`src/rtl/noc_flit_pkg.sv`:
```
// Shared flit definitions for the NoC link: width, type codes, field positions and FSM states.
package noc_flit_pkg;

  localparam int FW = 20;
  localparam int PW = 18;

  localparam logic [1:0] FLIT_HEAD   = 2'b00;
  localparam logic [1:0] FLIT_BODY   = 2'b01;
  localparam logic [1:0] FLIT_TAIL   = 2'b10;
  localparam logic [1:0] FLIT_SINGLE = 2'b11;

  localparam int TYPE_MSB = 19;
  localparam int TYPE_LSB = 18;
  localparam int DEST_MSB = 17;
  localparam int DEST_LSB = 14;
  localparam int SRC_MSB  = 13;
  localparam int SRC_LSB  = 10;
  localparam int LEN_MSB  = 9;
  localparam int LEN_LSB  = 6;

  typedef enum logic [1:0] {
    ST_IDLE = 2'd0,
    ST_HEAD = 2'd1,
    ST_BODY = 2'd2
  } inj_state_t;

  // Head flit: type, dest, src, len; low six bits are reserved and always zero.
  function automatic logic [FW-1:0] make_head(input logic [1:0] ftype,
                                              input logic [3:0] dest,
                                              input logic [3:0] src,
                                              input logic [3:0] len);
    logic [FW-1:0] f;
    f = '0;
    f[TYPE_MSB:TYPE_LSB] = ftype;
    f[DEST_MSB:DEST_LSB] = dest;
    f[SRC_MSB:SRC_LSB]   = src;
    f[LEN_MSB:LEN_LSB]   = len;
    return f;
  endfunction

endpackage

```
`src/rtl/noc_credit_counter.sv`:
```
// Saturating credit counter: starts full, +1 per returned credit, -1 per sent flit.
// A credit returned while already full is dropped and flagged in a sticky error bit.
module noc_credit_counter #(
  parameter int CREDITS = 4,
  parameter int CW      = $clog2(CREDITS + 1)
) (
  input  logic          clk,
  input  logic          rst,
  input  logic          i_inc,
  input  logic          i_dec,
  output logic [CW-1:0] o_count,
  output logic          o_err
);

  localparam logic [CW-1:0] MAX_COUNT = CW'(CREDITS);

  logic [CW-1:0] r_count;
  logic          r_err;

  // Count update; simultaneous inc and dec cancel out.
  always_ff @(posedge clk or posedge rst) begin
    if (rst) begin
      r_count <= MAX_COUNT;
      r_err   <= 1'b0;
    end else begin
      case ({i_inc, i_dec})
        2'b10: begin
          if (r_count == MAX_COUNT) r_err <= 1'b1;
          else                      r_count <= r_count + 1'b1;
        end
        2'b01: begin
          if (r_count != '0) r_count <= r_count - 1'b1;
        end
        default: ;
      endcase
    end
  end

  assign o_count = r_count;
  assign o_err   = r_err;

endmodule

```
`src/rtl/ni_flit_injector.sv`:
```
// PE-side flit injector: turns packet requests plus payload words into head/body/tail
// flits on a credit-controlled link, at most one flit per cycle, output registered.
module ni_flit_injector
  import noc_flit_pkg::*;
#(
  parameter int CREDITS = 4
) (
  input  logic                         clk,
  input  logic                         RST,
  input  logic [3:0]                   position,
  input  logic                         req_valid,
  output logic                         req_ready,
  input  logic [3:0]                   req_dest,
  input  logic [3:0]                   req_len,
  input  logic                         pl_valid,
  output logic                         pl_ready,
  input  logic [PW-1:0]                pl_data,
  output logic [FW-1:0]                o,
  output logic                         vo,
  input  logic                         ci,
  output logic                         busy,
  output logic [$clog2(CREDITS+1)-1:0] credit_cnt,
  output logic                         credit_err
);

  localparam int CW = $clog2(CREDITS + 1);

  inj_state_t    r_state;
  inj_state_t    w_state_next;
  logic [3:0]    r_dest;
  logic [3:0]    r_len;
  logic [3:0]    r_src;
  logic [3:0]    r_remaining;
  logic [FW-1:0] r_o;
  logic          r_vo;

  logic          w_emit;
  logic          w_req_fire;
  logic [FW-1:0] w_flit;
  logic [CW-1:0] w_count;
  logic          w_credit_ok;

  noc_credit_counter #(
    .CREDITS (CREDITS),
    .CW      (CW)
  ) u_credits (
    .clk     (clk),
    .rst     (RST),
    .i_inc   (ci),
    .i_dec   (w_emit),
    .o_count (w_count),
    .o_err   (credit_err)
  );

  // Only the registered count gates sending; a same-cycle credit return does not help.
  assign w_credit_ok = (w_count != '0);

  // Next state, handshakes and the flit to emit this cycle.
  always_comb begin
    w_state_next = r_state;
    w_emit       = 1'b0;
    w_req_fire   = 1'b0;
    w_flit       = '0;
    req_ready    = 1'b0;
    pl_ready     = 1'b0;
    case (r_state)
      ST_IDLE: begin
        req_ready = 1'b1;
        if (req_valid) begin
          w_req_fire   = 1'b1;
          w_state_next = ST_HEAD;
        end
      end
      ST_HEAD: begin
        if (w_credit_ok) begin
          w_emit = 1'b1;
          if (r_len == 4'd0) begin
            w_flit       = make_head(FLIT_SINGLE, r_dest, r_src, r_len);
            w_state_next = ST_IDLE;
          end else begin
            w_flit       = make_head(FLIT_HEAD, r_dest, r_src, r_len);
            w_state_next = ST_BODY;
          end
        end
      end
      ST_BODY: begin
        pl_ready = w_credit_ok;
        if (pl_valid && w_credit_ok) begin
          w_emit = 1'b1;
          if (r_remaining == 4'd1) begin
            w_flit       = {FLIT_TAIL, pl_data};
            w_state_next = ST_IDLE;
          end else begin
            w_flit = {FLIT_BODY, pl_data};
          end
        end
      end
      default: w_state_next = ST_IDLE;
    endcase
  end

  // State register.
  always_ff @(posedge clk or posedge RST) begin
    if (RST) r_state <= ST_IDLE;
    else     r_state <= w_state_next;
  end

  // Capture the request fields (including our own id) at acceptance.
  always_ff @(posedge clk or posedge RST) begin
    if (RST) begin
      r_dest <= '0;
      r_len  <= '0;
      r_src  <= '0;
    end else if (w_req_fire) begin
      r_dest <= req_dest;
      r_len  <= req_len;
      r_src  <= position;
    end
  end

  // Payload flits still owed: loaded when the head goes out, decremented per body/tail.
  always_ff @(posedge clk or posedge RST) begin
    if (RST) begin
      r_remaining <= '0;
    end else if (w_emit) begin
      if (r_state == ST_HEAD) r_remaining <= r_len;
      else                    r_remaining <= r_remaining - 4'd1;
    end
  end

  // Link output register: valid pulses for one cycle, data holds its last value.
  always_ff @(posedge clk or posedge RST) begin
    if (RST) begin
      r_o  <= '0;
      r_vo <= 1'b0;
    end else begin
      r_vo <= w_emit;
      if (w_emit) r_o <= w_flit;
    end
  end

  assign o          = r_o;
  assign vo         = r_vo;
  assign busy       = (r_state != ST_IDLE);
  assign credit_cnt = w_count;

endmodule

```
`config.mk`:
```
export PLATFORM = sky130hd
export DESIGN_NAME = ni_flit_injector
export DESIGN_NICKNAME = d
export VERILOG_FILES = /design/src/rtl/noc_flit_pkg.sv /design/src/rtl/noc_credit_counter.sv /design/src/rtl/ni_flit_injector.sv
export SDC_FILE = /design/constraint.sdc
export NUM_CORES = 1
export LEC_CHECK = 0
export BUFFER_PORTS_ARGS = -buffer_cell sky130_fd_sc_hd__buf_2
export CAP_MARGIN = 20
export CORE_MARGIN = 4
export CORE_UTILIZATION = 30
export DETAILED_ROUTE_END_ITERATION = 16
export GPL_TIMING_DRIVEN = 0
export PLACE_DENSITY = 0.47
export RECOVER_POWER = 25
export SETUP_SLACK_MARGIN = 0.15
export SLEW_MARGIN = 20
export SYNTH_ARGS = -nofsm -noshare
export SYNTH_HDL_FRONTEND = slang
export SYNTH_SLANG_ARGS = --single-unit
export TNS_END_PERCENT = 10
```
`constraint.sdc`:
```
create_clock -name clk -period 6.55 [get_ports clk]
set_clock_uncertainty 0.05 [all_clocks]
set_input_delay 0.9825 -clock clk [delete_from_list [all_inputs] [get_ports clk]]
set_output_delay 0.9825 -clock clk [all_outputs]
set_load 0.02 [all_outputs]
```
* After elaboration in Yosys (flattened, before gate mapping) *
Index checks and enable logic that the tools add are counted.

word-level totals
  bits in registers = 43
  latch bits = 0
  bits in writable memories = 0
  bits in read-only memories = 0
  input port bits = 35
  output and inout bits = 28
  logic and storage cells = 55
  memories = 0

cells by class
  $add $sub $neg = 3
  multiply operators = 0
  divide/modulo/power cells = 0
  order comparisons = 0
  eq/ne operators = 12
  shifts and indexed selects = 0
  multiplexer cells = 22
  bitwise operators = 0
  reductions and logical operators = 9

operator list
  operator               number
  $mux W20               4
  $pmux W20 S2           1
  $ne A2 B2 Y1 const B   6
  $mux W2                5
  $mux W1                6
  $mux W3                2
  $pmux W2 S3            1
  $pmux W3 S2            1
  $eq A2 B1 Y1 const B   2
  $eq A2 B2 Y1 const B   2
  $eq A4 B1 Y1 const B   1
  $logic_not A4 Y1       1
  $mux W4                1
  $reduce_and A4 Y1      1
  $reduce_bool A2 Y1     2
  $sub A4 B1 Y4 const B  1
  $add A3 B1 Y3 const B  1
  $eq A3 B3 Y1 const B   1
  $reduce_and A3 Y1      1
  $reduce_bool A3 Y1     1
  $sub A3 B1 Y3 const B  1
  $logic_not A2 Y1       1
  $pmux W1 S2            1
  $reduce_and A2 Y1      1
  $logic_and A1 B1 Y1    1

* Depth between registers and ports, before layout *
Gate-level depths: netlist (run 1).

  word-level depth = 7
  gate-level depth with buffers = 11
  mapped depth without buffers = 10

* Cells and area by module *
A second synthesis (run 1) with hierarchy kept.

unflattened totals
  cell total of the unflattened synthesis = 178
  area, all modules = 2065.7 um^2

modules (own cells, without submodules)
  module              instances  cells an instance  area an instance (um^2)  seq. area each (um^2)
  ni_flit_injector    1          149                1786.7                   975.9
  noc_credit_counter  1          29                 279.0                    101.3

* Least setup slack after synthesis (run 1) *
Ideal clock, no wire load.

  path kind = in2reg
  start point = input pl_valid
  end point = register u_credits.r_count[2] (netlist: u_credits.o_count[2])
  library setup time = 0.081 ns
  arrival = 2.740 ns
  data required time = 6.419 ns
  setup slack = 3.678 ns
  stages on the path = 9
  path buffers = 1
  cells stage by stage = a21o_1 nand3_4 buf_4 or2_2 fa_1 nor2b_1 a21bo_2 o31a_1 o211ai_1

between the ends
  word-level cells in the longest chain between the ends = 6
  elaborated cells between the ends (all ways) = 10
  classes of those cells = eq/ne: 4; mux: 3; reduce/logical: 3

ends and longest elaborated chain
  element                                                              line                      text
  start: declaration                                                   ni_flit_injector.sv:15    input logic pl_valid,
  $logic_and A1 B1 Y1 *                                                ni_flit_injector.sv:88    if (pl_valid && w_credit_ok) begin
  $mux W1 *                                                            ni_flit_injector.sv:88
  $pmux W1 S2 *                                                        ni_flit_injector.sv:66    case (r_state)
  $eq A2 B2 Y1 / $eq A2 B1 Y1 (equally long branches)                  noc_credit_counter.sv:26  case ({i_inc, i_dec})
  $ne A2 B2 Y1 (no line) / $reduce_bool A2 Y1 (equally long branches)  n/a
  $reduce_and A3 Y1 (no line)                                          n/a
  end signal: assignment                                               noc_credit_counter.sv:29  else r_count <= r_count + 1'b1;
  end signal: assignment                                               noc_credit_counter.sv:32  if (r_count != '0) r_count <= r_count - 1'b1;
  end: declaration                                                     noc_credit_counter.sv:17  logic [CW-1:0] r_count;

Mark *: on every way between the ends. The rest lies on a longest branch, timed or not.
A chain may end at the register's enable or synchronous reset.

* Worst setup path after layout (run 1) *
Ends and elaborated chain as after synthesis.

==> impl_metrics.csv, run 1 <==
group,metric,value,unit
status,status,"finished clean",
final_layout,antennaDiodeCount,0,
clock_network,cts_buffers,5,
clock_network,ctsResizeCount,0,
clock_network,cts-root-buf,"clkbuf_8",
clock_network,post_cts_buffers,0,
setup_path,critPathKind,"input port to flop",
setup_path,end_kind,"flop",
worst_hold_path,min_to,"u_credits.o_err",
final_layout,instances_no_fill,348,
routing,drt-initial-drc-count,31,
final_layout,syn2layout_area_growth,26.2,%
setup_path,crit_chain,"buf_2 > a21o_1 > nand3_4 > buf_4 > or2_2 > fa_1 > nor2b_1 > a21bo_2 > o31a_1 > o211ai_1",
power_and_ir_drop,net-switching-power,0.573,mW
routing,final_antenna_net_count,0,
sta,max_freq,340,MHz
placed_design,hpwl,3.87,mm
synthesis,synth_edf_count,0,
synthesis,synth_cells,182,
clock_network,clock_latency,0.30,ns
synthesis,avgSynthCellArea,11.8,um^2
power_and_ir_drop,finalPower,1.43,mW
clock_network,cts_tree,"done",
floorplan,floorplan.core_area,6870,um^2
setup_path,reg2reg_slack,3.68,ns
final_layout,layout_commonest_cell,"buf_2",
synthesis,synth-async-reset-ratio,1.00,
floorplan,die-area,8550,um^2
sta,fin_setup_tns,0,ns
global_route,grt_max_degree,24,
floorplan,die_y,92.5,um
final_layout,finalNetCount,292,
setup_path,critPathSlowestCell,"fa_1",
floorplan,start_util,0.312,
worst_hold_path,hp-class,"flop to flop",
sta,setup_viol,0,
sta,final_max_slew_viol_count,0,
power_and_ir_drop,comb_power_share,0.499,
setup_path,startpoint_type,"input port",
setup_path,worstReg2RegStart,"r_state[0]",
power_and_ir_drop,p_int,0.853,mW
worst_hold_path,hp-start,"u_credits.o_err",
floorplan,ios,63,
routing,first_pass_iters,4,
routing,drt-wirelength-per-cell,14.7,um
power_and_ir_drop,p_leak,1.32,nW
job,maxCapViolCount,0,
setup_path,cp.arrival,3.11,ns
global_route,overflow,0,
power_and_ir_drop,ir_drop,0.185,mV
placed_design,place.gp.congestion,0.728,
placed_design,dp_cells,340,
final_layout,fillers,691,
sta,final-hold-violation-count,0,
final_layout,final_cell_mix,"buf_2, dfrtp_1, a22o_1",
sta,min_period,2.94,ns
setup_path,path_max_fanout,10,
routing,drc,0,
sta,tightestPinTransition,1.24,ns
setup_path,cp.required,6.72,ns
synthesis,synth_fp_nets,223,
synthesis,ys.flop_type,"dfrtp_1",
floorplan,core.rowCount,30,
synthesis,synth.distinct_cells,48,
global_route,antenna_found_initial,0,
routing,vias,1642,
sta,timing.final.crit_share,0.449,
final_layout,drive_above_1_share,0.409,
setup_path,r2r-end,"u_credits.o_count[2]",
global_route,grt_first_pass_wirelength,8.58,mm
clock_network,htreeDepth,2,
global_route,grt.total_usage,0.129,
placed_design,port_buffers,61,
clock_network,cts_sinks,43,
setup_path,rr_worst_depth,11,
power_and_ir_drop,pwr-share-seq,0.330,
global_route,grt_pass1_vias,1656,
clock_network,cts_hold_buf,0,
floorplan,die_x,92.5,um
worst_hold_path,hold_depth,1,
synthesis,syn_area,2140,um^2
sta,maxSlewHeadroom,0.171,
clock_network,clkTransAtPathRegs,0.08,ns
synthesis,ys_ff_latch,43,
power_and_ir_drop,swShare,0.402,
routing,drt_wl_total,5.12,mm
setup_path,max_stage_delay,0.41,ns
synthesis,synth_warnings,0,
clock_network,cts_max_path_buffers,2,
power_and_ir_drop,clkPwrFrac,0.172,
power_and_ir_drop,powerDensity,528,nW/um^2
synthesis,ys_seq_area_frac,0.503,
routing,viasPerCell,4.72,
sta,rsz0062_at_grt,"no",
cell type report:
cell class / count / area (um^2) / area share
plain buffers: 13 / 80.1 / 0.0296
clock buffers: 6 / 72.6 / 0.0269
clock inverters: 2 / 60.1 / 0.0222
inverters: 11 / 41.3 / 0.0153
multi-input cells: 115 / 942 / 0.349
flip-flops and latches: 43 / 1080 / 0.399
well taps: 96 / 120 / 0.0444
repair buffers: 62 / 309 / 0.114
synth_stat cells (all sizes together), types with 3 or more instances:
cell | instances | area share
a22o | 30 | 0.12
ha | 5 | 0.029
clkbuf | 4 | 0.0070
dfrtp | 42 | 0.49
nand2 | 10 | 0.018
a21oi | 3 | 0.0070
o21ai | 7 | 0.016
nor3 | 4 | 0.0094
buf | 9 | 0.030
inv | 11 | 0.019
nor2 | 7 | 0.012
mux2 | 14 | 0.075
sequential cells by signal, summed over array words and instances, names as in the netlist:
name               flops
r_src                  4
u_credits.o_err        1
r_remaining            4
r_state                2
r_len                  4
u_credits.o_count      3
vo                     1
o                     20
r_dest                 4
cells by family (layout without fill, tap and decap cells):
kind of cell / count (synthesis) / in the layout / share of synthesized area
AND/OR/NAND/NOR: 36 / 36 / 0.0964
adder cells (fa/ha/maj): 6 / 6 / 0.0386
multiplexers: 15 / 15 / 0.0801
XOR/XNOR: 2 / 2 / 0.00818
buffers and inverters: 24 / 94 / 0.0567
AO/OA/AOI/OAI: 56 / 56 / 0.217
flip-flops: 43 / 43 / 0.503
worst max-delay path by stage:
stage,depth (start not counted),endpoint,startpoint
finish,10,u_credits.o_count[2],pl_valid
global route,11,u_credits.o_count[2],r_state[0]
CTS,10,u_credits.o_count[2],pl_valid
detailed placement,10,u_credits.o_count[2],pl_valid
global placement,10,u_credits.o_count[2],pl_valid
floorplan,9,u_credits.o_count[2],pl_valid
power groups by stage:
stage / combinational, mW / sequential [mW] / clock (mW)
after floorplan: 0.450 / 0.543 / 0
after global placement: 0.718 / 0.476 / 0
after detailed placement: 0.722 / 0.478 / 0
after CTS: 0.727 / 0.473 / 0.253
after global routing: 0.787 / 0.488 / 0.265
final: 0.711 / 0.470 / 0.245
per-layer routing:
layer / share of wire / global-route usage
met1: 0.47 / 0.178
met2: 0.47 / 0.196
met3: 0.050 / 0.0292
met4: 0.013 / 0.0446
met5: 0 / 0
through the flow:
step	setup slack (ns)	cell area [um^2]	hold WS, ns	util
floorplan	3.68	2140	0.430	-
global placement	3.29	2570	0.401	0.374
detailed placement	3.24	2590	0.408	0.377
CTS	3.56	2720	0.428	0.396
global route	3.45	2700	0.467	0.393
finish	3.61	2700	0.422	0.393
critical path, delay by kind of cell:
family	cells	cell delay [ns]
AO/OA/AOI/OAI	4	0.76
adder cells (fa/ha/maj)	1	0.41
buffers and inverters	2	0.34
AND/OR/NAND/NOR	3	0.63
Power figures use the tool's default switching activity.
==> run 2: changes to the inputs <==
--- a/config.mk
+++ b/config.mk
@@ -5,6 +5,7 @@
 export SDC_FILE = /design/constraint.sdc
 export NUM_CORES = 1
 export LEC_CHECK = 0
+export ABC_AREA = 1
 export BUFFER_PORTS_ARGS = -buffer_cell sky130_fd_sc_hd__buf_2
 export CAP_MARGIN = 20
 export CORE_MARGIN = 4
==> constraint.sdc (replaced) <==
create_clock -name clk -period 2.74 [get_ports clk]
set_clock_uncertainty 0.05 [all_clocks]
set_input_delay 0.411 -clock clk [delete_from_list [all_inputs] [get_ports clk]]
set_output_delay 0.411 -clock clk [all_outputs]
set_load 0.02 [all_outputs]
==> run 2 against run 1 <==
Final cell count is 6.0% higher. Sequential power is 140% higher. Die area is 2.6% lower. Setup slack worse by 3.1 ns. Total power is 130% higher. Utilization is 1.2 points lower. Critical path depth is 4 lower. Flip-flop and latch count stayed put. Register-to-register slack worse by 3.1 ns. Global-route usage is 0.27 points higher. Worst hold slack worse by 0.17 ns. Critical path type is now flop to output pin. Largest cell class unchanged.
==> impl_metrics.csv, run 2 <==
group,metric,value,unit
sta,min_period,2.25,ns
setup_path,critPathKind,"flop to output pin",
final_layout,largest_reg_flops,20,
clock_network,htreeDepth,2,
floorplan,ios,63,
floorplan,core.rowCount,30,
setup_path,cpMostUsedCell,"inv_1",
clock_network,cts_max_path_buffers,2,
clock_network,cts_tree,"done",
final_layout,antennaDiodeCount,0,
placed_design,place.gp.congestion,0.714,
setup_path,cp.arrival,1.79,ns
clock_network,post_cts_buffers,0,
synthesis,syn_area,2080,um^2
floorplan,floorplan.core_area,6760,um^2
clock_network,ctsResizeCount,0,
power_and_ir_drop,p_leak,1.24,nW
synthesis,synth_cells,218,
synthesis,synth.top_cell.area_share,0.505,
setup_path,max_stage_delay,0.57,ns
synthesis,synth-async-reset-ratio,1.00,
routing,final_antenna_net_count,0,
synthesis,ys.flop_type,"dfrtp_1",
final_layout,regArea,1080,um^2
worst_hold_path,hp-class,"input port to asynchronous set/reset pin",
final_layout,multi_input_area,871,um^2
routing,first_pass_iters,4,
routing,drt_wl_total,5.21,mm
synthesis,ys_seq_area_frac,0.518,
routing,drt-wirelength-per-cell,14.1,um
setup_path,critPathSlowestCell,"dfstp_2",
final_layout,fillers,708,
setup_path,path_max_fanout,10,
clock_network,cts_hold_buf,0,
placed_design,pre_cts_ws,0.578,ns
synthesis,synth_edf_count,0,
sta,fin_setup_tns,0,ns
setup_path,crit_chain,"inv_1 > nand2_4 > inv_1 > nor2_2 > buf_4 > buf_2",
routing,viasPerCell,4.64,
final_layout,drive_above_1_share,0.343,
floorplan,die-area,8330,um^2
final_layout,instances_no_fill,369,
synthesis,synth_fp_nets,259,
synthesis,synth_top_area_cell,"dfrtp_1",
sta,hold_slack,0.254,ns
synthesis,yosysMostFrequentCell,"dfrtp_1",
final_layout,syn2layout_area_growth,24.0,%
sta,timing.final.crit_share,0.822,
routing,drt-initial-drc-count,54,
global_route,grt_max_degree,24,
final_layout,layout_commonest_cell,"buf_2",
clock_network,clkTransAtPathRegs,0.08,ns
synthesis,ys_top_cells_by_count,"dfrtp_1, nand2_1, nand3_1",
setup_path,end_kind,"output pin",
synthesis,yosys-top-cells-area,"dfrtp_1, nand2_1, mux2_2",
sta,final_max_slew_viol_count,0,
synthesis,synth.distinct_cells,28,
sta,setup_viol,0,
placed_design,port_buffers,62,
clock_network,clock_latency,0.29,ns
routing,vias,1714,
synthesis,synth_warnings,0,
routing,drc,0,
floorplan,die_x,91.3,um
sta,fin_ws,0.488,ns
power_and_ir_drop,powerDensity,1260,nW/um^2
clock_network,cts_sinks,43,
placed_design,hpwl,3.82,mm
job,maxCapViolCount,0,
global_route,antenna_found_initial,0,
floorplan,start_util,0.308,
clock_network,cts-root-buf,"clkbuf_8",
global_route,grt_pass1_vias,1729,
setup_path,cp.required,2.28,ns
sta,rsz0062_at_grt,"no",
power_and_ir_drop,ir_drop,0.393,mV
placed_design,dp_cells,361,
clock_network,cts_buffers,5,
sta,final-hold-violation-count,0,
final_layout,final_cell_mix,"buf_2, dfrtp_1, nand2_1",
sta,max_freq,444,MHz
global_route,grt.total_usage,0.131,
status,status,"finished clean",
sta,maxSlewHeadroom,0.232,
synthesis,avgSynthCellArea,9.54,um^2
setup_path,startpoint_type,"flop",
final_layout,finalNetCount,329,
global_route,grt_first_pass_wirelength,8.65,mm
sta,tightestPinTransition,1.15,ns
floorplan,die_y,91.3,um
global_route,overflow,0,
synthesis,ys_ff_latch,43,
-- run 2: changes by cell type after synthesis, sizes merged, moves of 4 or more --
| cell | previous run | this run |
|---|---|---|
| nand3 | 2 | 23 |
| inv | 11 | 18 |
| o21ai | 7 | 17 |
| a22o | 30 | 0 |
| a31oi | 2 | 15 |
| nor3 | 4 | 0 |
| nand2 | 10 | 46 |
| nor2 | 7 | 20 |
-- run 2: final cells by class --
| class | instances | share of cell area |
|---|---|---|
| Inverter | 19 | 0.0276 |
| Timing Repair Buffer | 63 | 0.122 |
| Multi-Input combinational cell | 146 | 0.338 |
| Clock inverter | 2 | 0.00485 |
| Sequential cell | 43 | 0.418 |
| Clock buffer | 6 | 0.0281 |
| Tap cell | 80 | 0.0388 |
| Buffer | 10 | 0.0238 |
-- run 2: report_power, final --
| group | leakage [nW] | total, mW | switching, mW | internal (mW) |
|---|---|---|---|---|
| Clock | 0.0412 | 0.399 | 0.221 | 0.178 |
| Combinational | 0.686 | 1.71 | 1.08 | 0.633 |
| Sequential | 0.517 | 1.15 | 0.189 | 0.962 |
-- run 2: per-layer routing --
layer  vias up  share of wire  global-route usage
li1        872              -                   -
met1       803           0.48               0.175
met2        31           0.48               0.211
met3         8          0.030              0.0273
met4         0          0.016              0.0452
met5         -              0                   0
-- run 2: path summary, 6_finish.rpt --
| path | startpoint | endpoint | slack, ns | cells past startpoint |
|---|---|---|---|---|
| hold reg to reg | u_credits.o_err | u_credits.o_err | 0.43 | 1 |
| hold / removal | RST | r_state[1] | 0.25 | 2 |
| setup reg to reg | r_state[1] | u_credits.o_count[2] | 0.57 | 13 |
| setup / recovery | u_credits.o_count[2] | pl_ready | 0.49 | 6 |
| min in group clk | req_dest[1] | r_dest[1] | 0.29 | 2 |
| max in group asynchronous | RST | r_len[2] | 0.85 | 3 |
-- run 2: critical path, delay by kind of cell, from the launching register on --
family	cells	cell delay [ns]
AND/OR/NAND/NOR	2	0.35
buffers and inverters	4	0.58
flip-flops	1	0.57
-- run 2: kinds of logic after synthesis --
family / Yosys count / share of synthesized area
flops: 43 / 0.518
simple gates: 91 / 0.210
fa+ha+maj: 6 / 0.0397
compound gates: 36 / 0.0992
xor+xnor: 1 / 0.00421
buf+inv: 29 / 0.0637
mux: 12 / 0.0649
-- run 2: per-stage QoR --
stage	total power, mW	utilization	area [um^2]
floorplan	2.39	-	2080
global placement	2.88	0.369	2490
detailed placement	2.91	0.373	2520
CTS	3.32	0.385	2600
global route	3.56	0.382	2580
finish	3.26	0.382	2580
==> run 3: changes to the inputs <==
==> constraint.sdc (replaced) <==
create_clock -name clk -period 2.3 [get_ports clk]
set_clock_uncertainty 0.05 [all_clocks]
set_input_delay 0.345 -clock clk [delete_from_list [all_inputs] [get_ports clk]]
set_output_delay 0.345 -clock clk [all_outputs]
set_load 0.02 [all_outputs]
==> run 3 against run 2 <==
Global-route usage did not move. Register-to-register slack got worse by 0.26 ns. First-iteration DRC count rose by 33%. Sequential power rose by 19%. Non-clock buffer count rose by 5. Critical path depth did not move. Total power rose by 22%. Critical path type unchanged.
==> impl_metrics.csv, run 3 (synthesized netlist as in run 2, its figures left out) <==
group,metric,value,unit
global_route,overflow,0,
routing,first_pass_iters,4,
global_route,antenna_found_initial,0,
clock_network,cts_sinks,43,
setup_path,end_kind,"output pin",
routing,final_antenna_net_count,0,
final_layout,layout_commonest_cell,"buf_2",
final_layout,syn2layout_area_growth,27.9,%
placed_design,pre_cts_ws,0.138,ns
power_and_ir_drop,net-switching-power,1.80,mW
placed_design,dp_cells,361,
power_and_ir_drop,clkPwrFrac,0.120,
routing,viasPerCell,4.67,
power_and_ir_drop,p_leak,1.28,nW
routing,drt_wl_total,5.29,mm
sta,timing.final.crit_share,0.894,
sta,max_freq,486,MHz
final_layout,regArea,1080,um^2
clock_network,cts_max_path_buffers,2,
setup_path,cp.required,1.90,ns
floorplan,core.rowCount,30,
sta,tightestPinTransition,1.01,ns
routing,drt-wirelength-per-cell,14.2,um
final_layout,fillers,696,
sta,final_max_slew_viol_count,0,
placed_design,placed_cell_area,2520,um^2
sta,fin_setup_tns,0,ns
power_and_ir_drop,ir_drop,0.479,mV
final_layout,final_cell_area,2660,um^2
setup_path,critPathKind,"flop to output pin",
final_layout,final_cell_mix,"buf_2, dfrtp_1, nand2_1",
global_route,grt_first_pass_wirelength,8.65,mm
power_and_ir_drop,powerDensity,1490,nW/um^2
sta,setup_viol,0,
floorplan,ios,63,
final_layout,largest_reg_flops,20,
floorplan,die_y,91.3,um
worst_hold_path,hold_depth,2,
sta,hold_slack,0.221,ns
power_and_ir_drop,comb_power_share,0.535,
floorplan,start_util,0.308,
placed_design,place.gp.congestion,0.714,
setup_path,startpoint_type,"flop",
floorplan,die_x,91.3,um
final_layout,multi_input_area,886,um^2
global_route,grt_max_degree,24,
sta,rsz0062_at_grt,"no",
final_layout,instances_no_fill,374,
floorplan,floorplan.core_area,6760,um^2
worst_hold_path,hp-start,"req_dest[1]",
clock_network,htreeDepth,2,
worst_hold_path,hp-class,"input port to flop",
final_layout,finalNetCount,334,
status,status,"finished clean",
setup_path,worstReg2RegStart,"r_state[1]",
clock_network,cts_tree,"done",
global_route,grt_pass1_vias,1729,
floorplan,die-area,8330,um^2
clock_network,clkTransAtPathRegs,0.09,ns
job,maxCapViolCount,0,
power_and_ir_drop,pwr-share-seq,0.345,
power_and_ir_drop,swShare,0.453,
setup_path,rr_worst_depth,10,
placed_design,port_buffers,62,
setup_path,path_max_fanout,10,
clock_network,cts_hold_buf,0,
placed_design,hpwl,3.82,mm
power_and_ir_drop,p_int,2.17,mW
sta,final-hold-violation-count,0,
sta,min_period,2.06,ns
clock_network,clock_latency,0.30,ns
routing,vias,1747,
setup_path,crit_start,"u_credits.o_count[2]",
clock_network,cts-root-buf,"clkbuf_8",
sta,maxSlewHeadroom,0.327,
final_layout,antennaDiodeCount,0,
setup_path,cp.arrival,1.66,ns
routing,drc,0,
global_route,grt.total_usage,0.131,
final_layout,drive_above_1_share,0.371,
clock_network,cts_buffers,5,
routing,drt-initial-drc-count,72,
sta,fin_ws,0.243,ns
run 3: path summary, 6_finish.rpt:
kind                                             end  slack, ns
worst max-delay path                        pl_ready       0.24
worst min-delay path                       r_dest[1]       0.22
worst max register to register  u_credits.o_count[1]       0.31
worst min register to register       u_credits.o_err       0.43
max in group asynchronous                   r_len[1]       1.34
min in group asynchronous                      o[16]       0.23
run 3: metal layers:
layer / global-route usage / wire [um] / vias up
met5: 0 / 0 / -
met4: 0.0452 / 80 / 0
met3: 0.0273 / 153 / 8
met2: 0.211 / 2530 / 31
met1: 0.175 / 2530 / 823
li1: - / - / 885
run 3: worst max-delay path, stage by stage, from the launching register on:
cell and delay (ns):
dfstp_2 0.57, inv_1 0.08, nand2_4 0.10, inv_1 0.09, nor2_4 0.18, buf_6 0.17, buf_2 0.17
run 3: area by class of cell:
cell class,count,area share
clock buffer,6,0.0273
timing repair buffer,68,0.141
inverter,19,0.0268
multi-input combinational,146,0.333
buffer,10,0.0249
sequential,43,0.405
clock inverter,2,0.00470
tap,80,0.0376
run 3: per-stage QoR:
stage / power [mW] / utilization
final: 3.97 / 0.394
after global routing: 4.33 / 0.394
after CTS: 3.96 / 0.386
after detailed placement: 3.46 / 0.373
after global placement: 3.43 / 0.369
after floorplan: 2.84 / -
run 3: repair_timing:
action / 4_1_cts / 5_1_grt
cloned: 0 / 0
resized for setup: 1 / 6
setup endpoints to repair: 3 / 3
pin swaps: 0 / 2
hold endpoints to repair: 0 / 0
setup buffers: 0 / 5
run 3: power groups by stage:
stage	Clock, mW	Sequential, mW	Combinational [mW]
4_1_cts	0.502	1.37	2.09
6_report	0.478	1.37	2.12
3_3_place_gp	0	1.38	2.05
2_1_floorplan	0	1.61	1.24
5_1_grt	0.532	1.42	2.37
3_5_place_dp	0	1.39	2.07
